<file path="src/rtl/pipe_pkg.sv">
// Shared definitions for the 5-stage pipeline controller: FSM states, stage
// indices and the architectural NOP used when a pipeline register is cleared.
package pipe_pkg;

    typedef enum logic [1:0] {
        ST_INIT     = 2'd0,
        ST_RUN      = 2'd1,
        ST_MEM_WAIT = 2'd2,
        ST_REDIRECT = 2'd3
    } state_e;

    localparam int unsigned STG_IF  = 0;
    localparam int unsigned STG_ID  = 1;
    localparam int unsigned STG_EX  = 2;
    localparam int unsigned STG_MEM = 3;
    localparam int unsigned STG_WB  = 4;

    // PA-RISC canonical NOP: OR r0,r0,r0
    localparam logic [31:0] NOP_INSN = 32'h0800_0240;

    function automatic int unsigned wait_width(input int unsigned limit);
        return (limit < 1) ? 1 : $clog2(limit + 1);
    endfunction

endpackage

</file>
<file path="src/rtl/sat_counter.sv">
// Up-counter with enable that sticks at all-ones instead of wrapping.
module sat_counter #(
    parameter int unsigned W = 16
) (
    input  logic         clk,
    input  logic         rst_n,
    input  logic         i_en,
    output logic [W-1:0] o_cnt
);

    logic [W-1:0] r_cnt;

    always_ff @(posedge clk or negedge rst_n) begin
        if (!rst_n) begin
            r_cnt <= '0;
        end else if (i_en && (r_cnt != '1)) begin
            r_cnt <= r_cnt + W'(1);
        end
    end

    assign o_cnt = r_cnt;

endmodule

</file>
<file path="src/rtl/pipeline_sequencer.sv">
// Pipeline controller: merges load-use stalls, taken-branch redirects and
// data-memory wait states into per-stage enables, clears and valid bits.
module pipeline_sequencer
    import pipe_pkg::*;
#(
    parameter int unsigned CNT_W       = 16,
    parameter int unsigned MEM_TIMEOUT = 15
) (
    input  logic             clk,
    input  logic             rst_n,
    input  logic             hz_nop,
    input  logic             hz_le,
    input  logic             br_taken,
    input  logic             br_nullify,
    input  logic             mem_busy,
    output logic             pc_le,
    output logic             pc_sel,
    output logic             tgt_le,
    output logic             if_id_le,
    output logic             if_id_clr,
    output logic             id_ex_le,
    output logic             id_ex_clr,
    output logic             ex_mem_le,
    output logic             mem_wb_le,
    output logic             v_id,
    output logic             v_ex,
    output logic             v_mem,
    output logic             v_wb,
    output logic             mem_err,
    output logic [1:0]       state,
    output logic [CNT_W-1:0] stall_cnt
);

    localparam int unsigned          WAIT_W   = wait_width(MEM_TIMEOUT);
    localparam logic [WAIT_W-1:0]    WAIT_MAX = WAIT_W'(MEM_TIMEOUT);

    state_e                 r_state;
    state_e                 w_next;
    logic                   r_pend;
    logic [WAIT_W-1:0]      r_wait_cnt;
    logic                   r_mem_err;
    logic [STG_WB:STG_ID]   r_v;

    logic w_in_wait;
    logic w_timeout;
    logic w_release;
    logic w_freeze;
    logic w_pend;
    logic w_br;
    logic w_stall;
    logic w_redir;
    logic w_stall_inc;

    assign w_in_wait = (r_state == ST_MEM_WAIT);
    assign w_timeout = w_in_wait && (r_wait_cnt == WAIT_MAX);
    assign w_release = w_in_wait && (!mem_busy || w_timeout);

    // A timed-out wait releases exactly like a normal one, so busy is masked out.
    assign w_freeze  = (((r_state == ST_RUN) || (r_state == ST_REDIRECT)) && mem_busy)
                     || (w_in_wait && !w_release);

    assign w_pend    = (r_state == ST_REDIRECT) || (w_in_wait && r_pend);
    assign w_br      = br_taken && r_v[STG_EX] && !w_pend;
    assign w_stall   = hz_nop && r_v[STG_ID] && !(w_br && br_nullify);
    assign w_redir   = w_br || w_pend;

    always_comb begin
        pc_le     = 1'b0;
        pc_sel    = 1'b0;
        tgt_le    = 1'b0;
        if_id_le  = 1'b0;
        if_id_clr = 1'b0;
        id_ex_le  = 1'b0;
        id_ex_clr = 1'b0;
        ex_mem_le = 1'b0;
        mem_wb_le = 1'b0;
        w_next    = r_state;
        if (r_state == ST_INIT) begin
            w_next = ST_RUN;
        end else if (w_freeze) begin
            mem_wb_le = 1'b1;
            w_next    = ST_MEM_WAIT;
        end else if (w_stall) begin
            id_ex_le  = 1'b1;
            id_ex_clr = 1'b1;
            ex_mem_le = 1'b1;
            mem_wb_le = 1'b1;
            tgt_le    = w_br;
            w_next    = w_redir ? ST_REDIRECT : ST_RUN;
        end else begin
            pc_le     = 1'b1;
            if_id_le  = 1'b1;
            id_ex_le  = 1'b1;
            ex_mem_le = 1'b1;
            mem_wb_le = 1'b1;
            pc_sel    = w_redir;
            if_id_clr = w_redir;
            tgt_le    = w_br;
            id_ex_clr = w_br && br_nullify;
            w_next    = ST_RUN;
        end
    end

    always_ff @(posedge clk or negedge rst_n) begin
        if (!rst_n) begin
            r_state    <= ST_INIT;
            r_pend     <= 1'b0;
            r_wait_cnt <= '0;
            r_mem_err  <= 1'b0;
            r_v        <= '0;
        end else begin
            r_state   <= w_next;
            r_mem_err <= r_mem_err || w_timeout;
            // Pending redirect is parked in r_pend for the whole wait.
            if (w_freeze) begin
                r_pend     <= w_pend;
                r_wait_cnt <= w_in_wait ? (r_wait_cnt + WAIT_W'(1)) : '0;
            end else begin
                r_pend     <= 1'b0;
                r_wait_cnt <= '0;
            end
            if (if_id_le)  r_v[STG_ID]  <= !if_id_clr;
            if (id_ex_le)  r_v[STG_EX]  <= r_v[STG_ID] && !id_ex_clr;
            if (ex_mem_le) r_v[STG_MEM] <= r_v[STG_EX];
            if (mem_wb_le) r_v[STG_WB]  <= r_v[STG_MEM] && !w_freeze;
        end
    end

    assign w_stall_inc = !pc_le && (r_state != ST_INIT);

    sat_counter #(
        .W (CNT_W)
    ) u_stall_cnt (
        .clk   (clk),
        .rst_n (rst_n),
        .i_en  (w_stall_inc),
        .o_cnt (stall_cnt)
    );

    assign v_id    = r_v[STG_ID];
    assign v_ex    = r_v[STG_EX];
    assign v_mem   = r_v[STG_MEM];
    assign v_wb    = r_v[STG_WB];
    assign mem_err = r_mem_err;
    assign state   = r_state;

    a_hz_le: assert property (@(posedge clk) disable iff (!rst_n) hz_le == !hz_nop);

endmodule
</file>
<file path="config.mk">
export PLATFORM = sky130hd
export DESIGN_NAME = pipeline_sequencer
export DESIGN_NICKNAME = d
export VERILOG_FILES = /design/src/rtl/pipe_pkg.sv /design/src/rtl/sat_counter.sv /design/src/rtl/pipeline_sequencer.sv
export SDC_FILE = /design/constraint.sdc
export NUM_CORES = 1
export LEC_CHECK = 0
export ABC_AREA = 1
export CELL_PAD_IN_SITES_DETAIL_PLACEMENT = 1
export CELL_PAD_IN_SITES_GLOBAL_PLACEMENT = 1
export CORE_ASPECT_RATIO = 0.75
export CORE_MARGIN = 2
export CORE_UTILIZATION = 35
export DETAILED_ROUTE_END_ITERATION = 16
export PLACE_DENSITY = 0.88
export SYNTH_ARGS = -nofsm -noshare
export SYNTH_HDL_FRONTEND = slang
export SYNTH_SLANG_ARGS = --single-unit
</file>
<file path="constraint.sdc">
create_clock -name clk -period 2.4 [get_ports clk]
set_clock_uncertainty 0.15 [all_clocks]
set_input_delay 0.48 -clock clk [delete_from_list [all_inputs] [get_ports clk]]
set_output_delay 0.48 -clock clk [all_outputs]
set_load 0.005 [all_outputs]
</file>
==> reports/metrics.yaml <==
detailed_routing:
  route.detailed.drc: 0
  drt-vias-per-instance: 5.00
  first_pass_iters: 4
  ant_nets: 0
  drt_iter0_drc: 90
  routed_wl_um: 5000
  vias: 1639
  wl_per_cell_um: 15.2
job:
  cap_violations: 0
global_route:
  grt_antenna_before_repair: 0
  grt_pass1_vias: 1730
  grt_max_degree: 29
  overflow: 0
  grt_use_total_pct: 21.7
  grt_pass1_wl_um: 8580
clocking:
  cts_tree: "built"
  cts.sinks: 28
  ctsRootBufferMaster: "clkbuf_8"
  path_clk_slew_ns: 0.09
  numCtsBuffers: 3
  worstSkewPairLatency_ns: 0.29
  ctsHoldBuffers: 0
  clk_path_buf_depth: 2
  h-tree-depth: 1
setup_path:
  setup.worst_path.class: "in -> out"
  reg2reg_slack_ns: 0.32
  reg2reg_from: "u_stall_cnt.o_cnt[0]$_DFFE_PN0P_"
  endpoint_kind: "output pin"
  cp.required_ns: 1.77
  reg2reg_depth: 7
  r2r-end: "u_stall_cnt.o_cnt[0]$_DFFE_PN0P_"
  crit_path_start_kind: "input pin"
  cp.arrival_ns: 1.70
  cp_max_fo: 2
min_path:
  min_to: "r_v[4]$_DFFE_PN0P_"
  hold_path.class: "reg -> reg"
  hold_path_depth: 2
  hp-start: "r_v[4]$_DFFE_PN0P_"
synthesis:
  yosys_warnings: 0
  syn_nets: 224
  syn_inst: 215
  syn_area_per_cell_um2: 7.49
  ys_seq_area_share_pct: 43.5
  synth_seq_cells: 28
  syn_area_um2: 1610
  synth_cell_types: 25
sta:
  drv_slew: 0
  max_freq_mhz: 430
  worst_slew_pin_slew_ns: 0.373
  hold_violations: 0
  whs_ns: 0.346
  setup_ws_ns: 0.0748
  finalCritPeriodShare_pct: 96.9
  slew_headroom_pct: 75.1
  min_period_ns: 2.33
  finalSetupViolCount: 0
  fin_tns_setup_ns: 0
layout:
  final_core_util_pct: 50.7
  finalNetCount: 281
  final_common_cell: "nand2_1"
  fin_area_um2: 2250
  layout-drive-gt1-share_pct: 18.5
  syn2layout_area_growth_pct: 39.7
  antennaDiodeCount: 0
  fin_cells: 328
  final_cell_mix: "nand2_1 (72), clkdlybuf4s50_1 (29), dfrtp_1 (27), nand3_1 (23), nor2_1 (22)"
  fillCellCount: 566
power_and_ir_drop:
  power_density_nw_per_um2: 698
  p_total_mw: 1.57
  ir_drop_mv: 0.362
  p_leak_nw: 1.12
floorplanning:
  coreArea_um2: 4440
  dieArea_um2: 5160
  rows: 21
  die_y_um: 62.7
  initial_core_util_pct: 36.3
  die_width_um: 82.3
  io_pins: 39
status:
  outcome: "complete, no violations"
place:
  dp.cells: 315
  place_area_um2: 2100
  dp_slack_ns: -0.355
  gp_congestion: 0.823
  port_buffers: 37
  place_hpwl_um: 3460
==> registers in the layout, indices dropped and copies added (netlist names) <==
name / count
state: 2
r_v: 4
r_wait_cnt: 4
u_stall_cnt.o_cnt: 16
mem_err: 1
r_pend: 1
==> layer usage <==
layer | track usage (%) | vias up | wire, um
met4 | 4.79 | 0 | 74
li1 | - | 790 | -
met1 | 28.8 | 817 | 2250
met2 | 36.9 | 26 | 2580
met5 | 0 | - | 0
met3 | 3.32 | 6 | 97
==> cell usage after synthesis (all sizes together) <==
cell type,number,area share (%)
a41o,1,0.62
and2,1,0.39
buf,6,2.9
dfrtp,28,44
ha,2,1.6
inv,22,5.1
nand2,79,19
nand3,25,8.1
nand4,7,3.7
nor2,27,7.2
nor3,1,0.62
o21ai,7,2.4
xnor2,5,2.7
xor2,4,2.2
==> final cells by class <==
class | instances | area (um2) | share of cell area, %
multi-input combinational | 159 | 813 | 36.2
sequential | 28 | 702 | 31.2
timing repair buffer | 58 | 509 | 22.6
inverter | 22 | 82.6 | 3.67
tap | 57 | 71.3 | 3.17
clock buffer | 3 | 41.3 | 1.84
clock inverter | 1 | 30.0 | 1.33
==> repair_timing <==
| action | CTS | global route |
|---|---|---|
| resized for setup | 22 | 8 |
| buffers inserted | 7 | 3 |
| pin swaps | 6 | 5 |
| hold endpoints to repair | 0 | 0 |
| gates cloned | 0 | 0 |
| setup endpoints to repair | 8 | 6 |
==> worst max-delay path by stage <==
stage,start,endpoint,slack [ns]
2_1_floorplan,r_wait_cnt[0]$_DFF_PN0_,pc_sel,0.36
3_3_place_gp,br_taken,pc_sel,-0.24
3_5_place_dp,br_taken,if_id_clr,-0.35
4_1_cts,br_taken,if_id_clr,-0.04
5_1_grt,r_wait_cnt[0]$_DFF_PN0_,pc_sel,-0.01
6_report,br_taken,pc_sel,0.07
==> power breakdown <==
group	total, mW	leakage [nW]	switching [mW]	internal (mW)
registers	0.634	0.369	0.0924	0.542
logic	0.553	0.715	0.270	0.283
clock network	0.382	0.0357	0.158	0.224
total	1.57	1.12	0.521	1.05
==> kinds of logic after synthesis <==
kind of cell    Yosys count  share of synthesized area, %
simple gates            140                          39.0
compound gates            8                          3.03
flops                    28                          43.5
xor+xnor                  9                          4.89
fa+ha+maj                 2                          1.55
buf+inv                  28                          8.00
==> worst max-delay path, stage by stage <==
cell and delay [ns]:
clkdlybuf4s50_1 0.47, nand2_2 0.08, inv_2 0.08, nand3_2 0.09, nand2_2 0.07, nand2_2 0.07, nor2_4 0.11, dlygate4sd2_1 0.24
(Power assumes the default switching activity.)
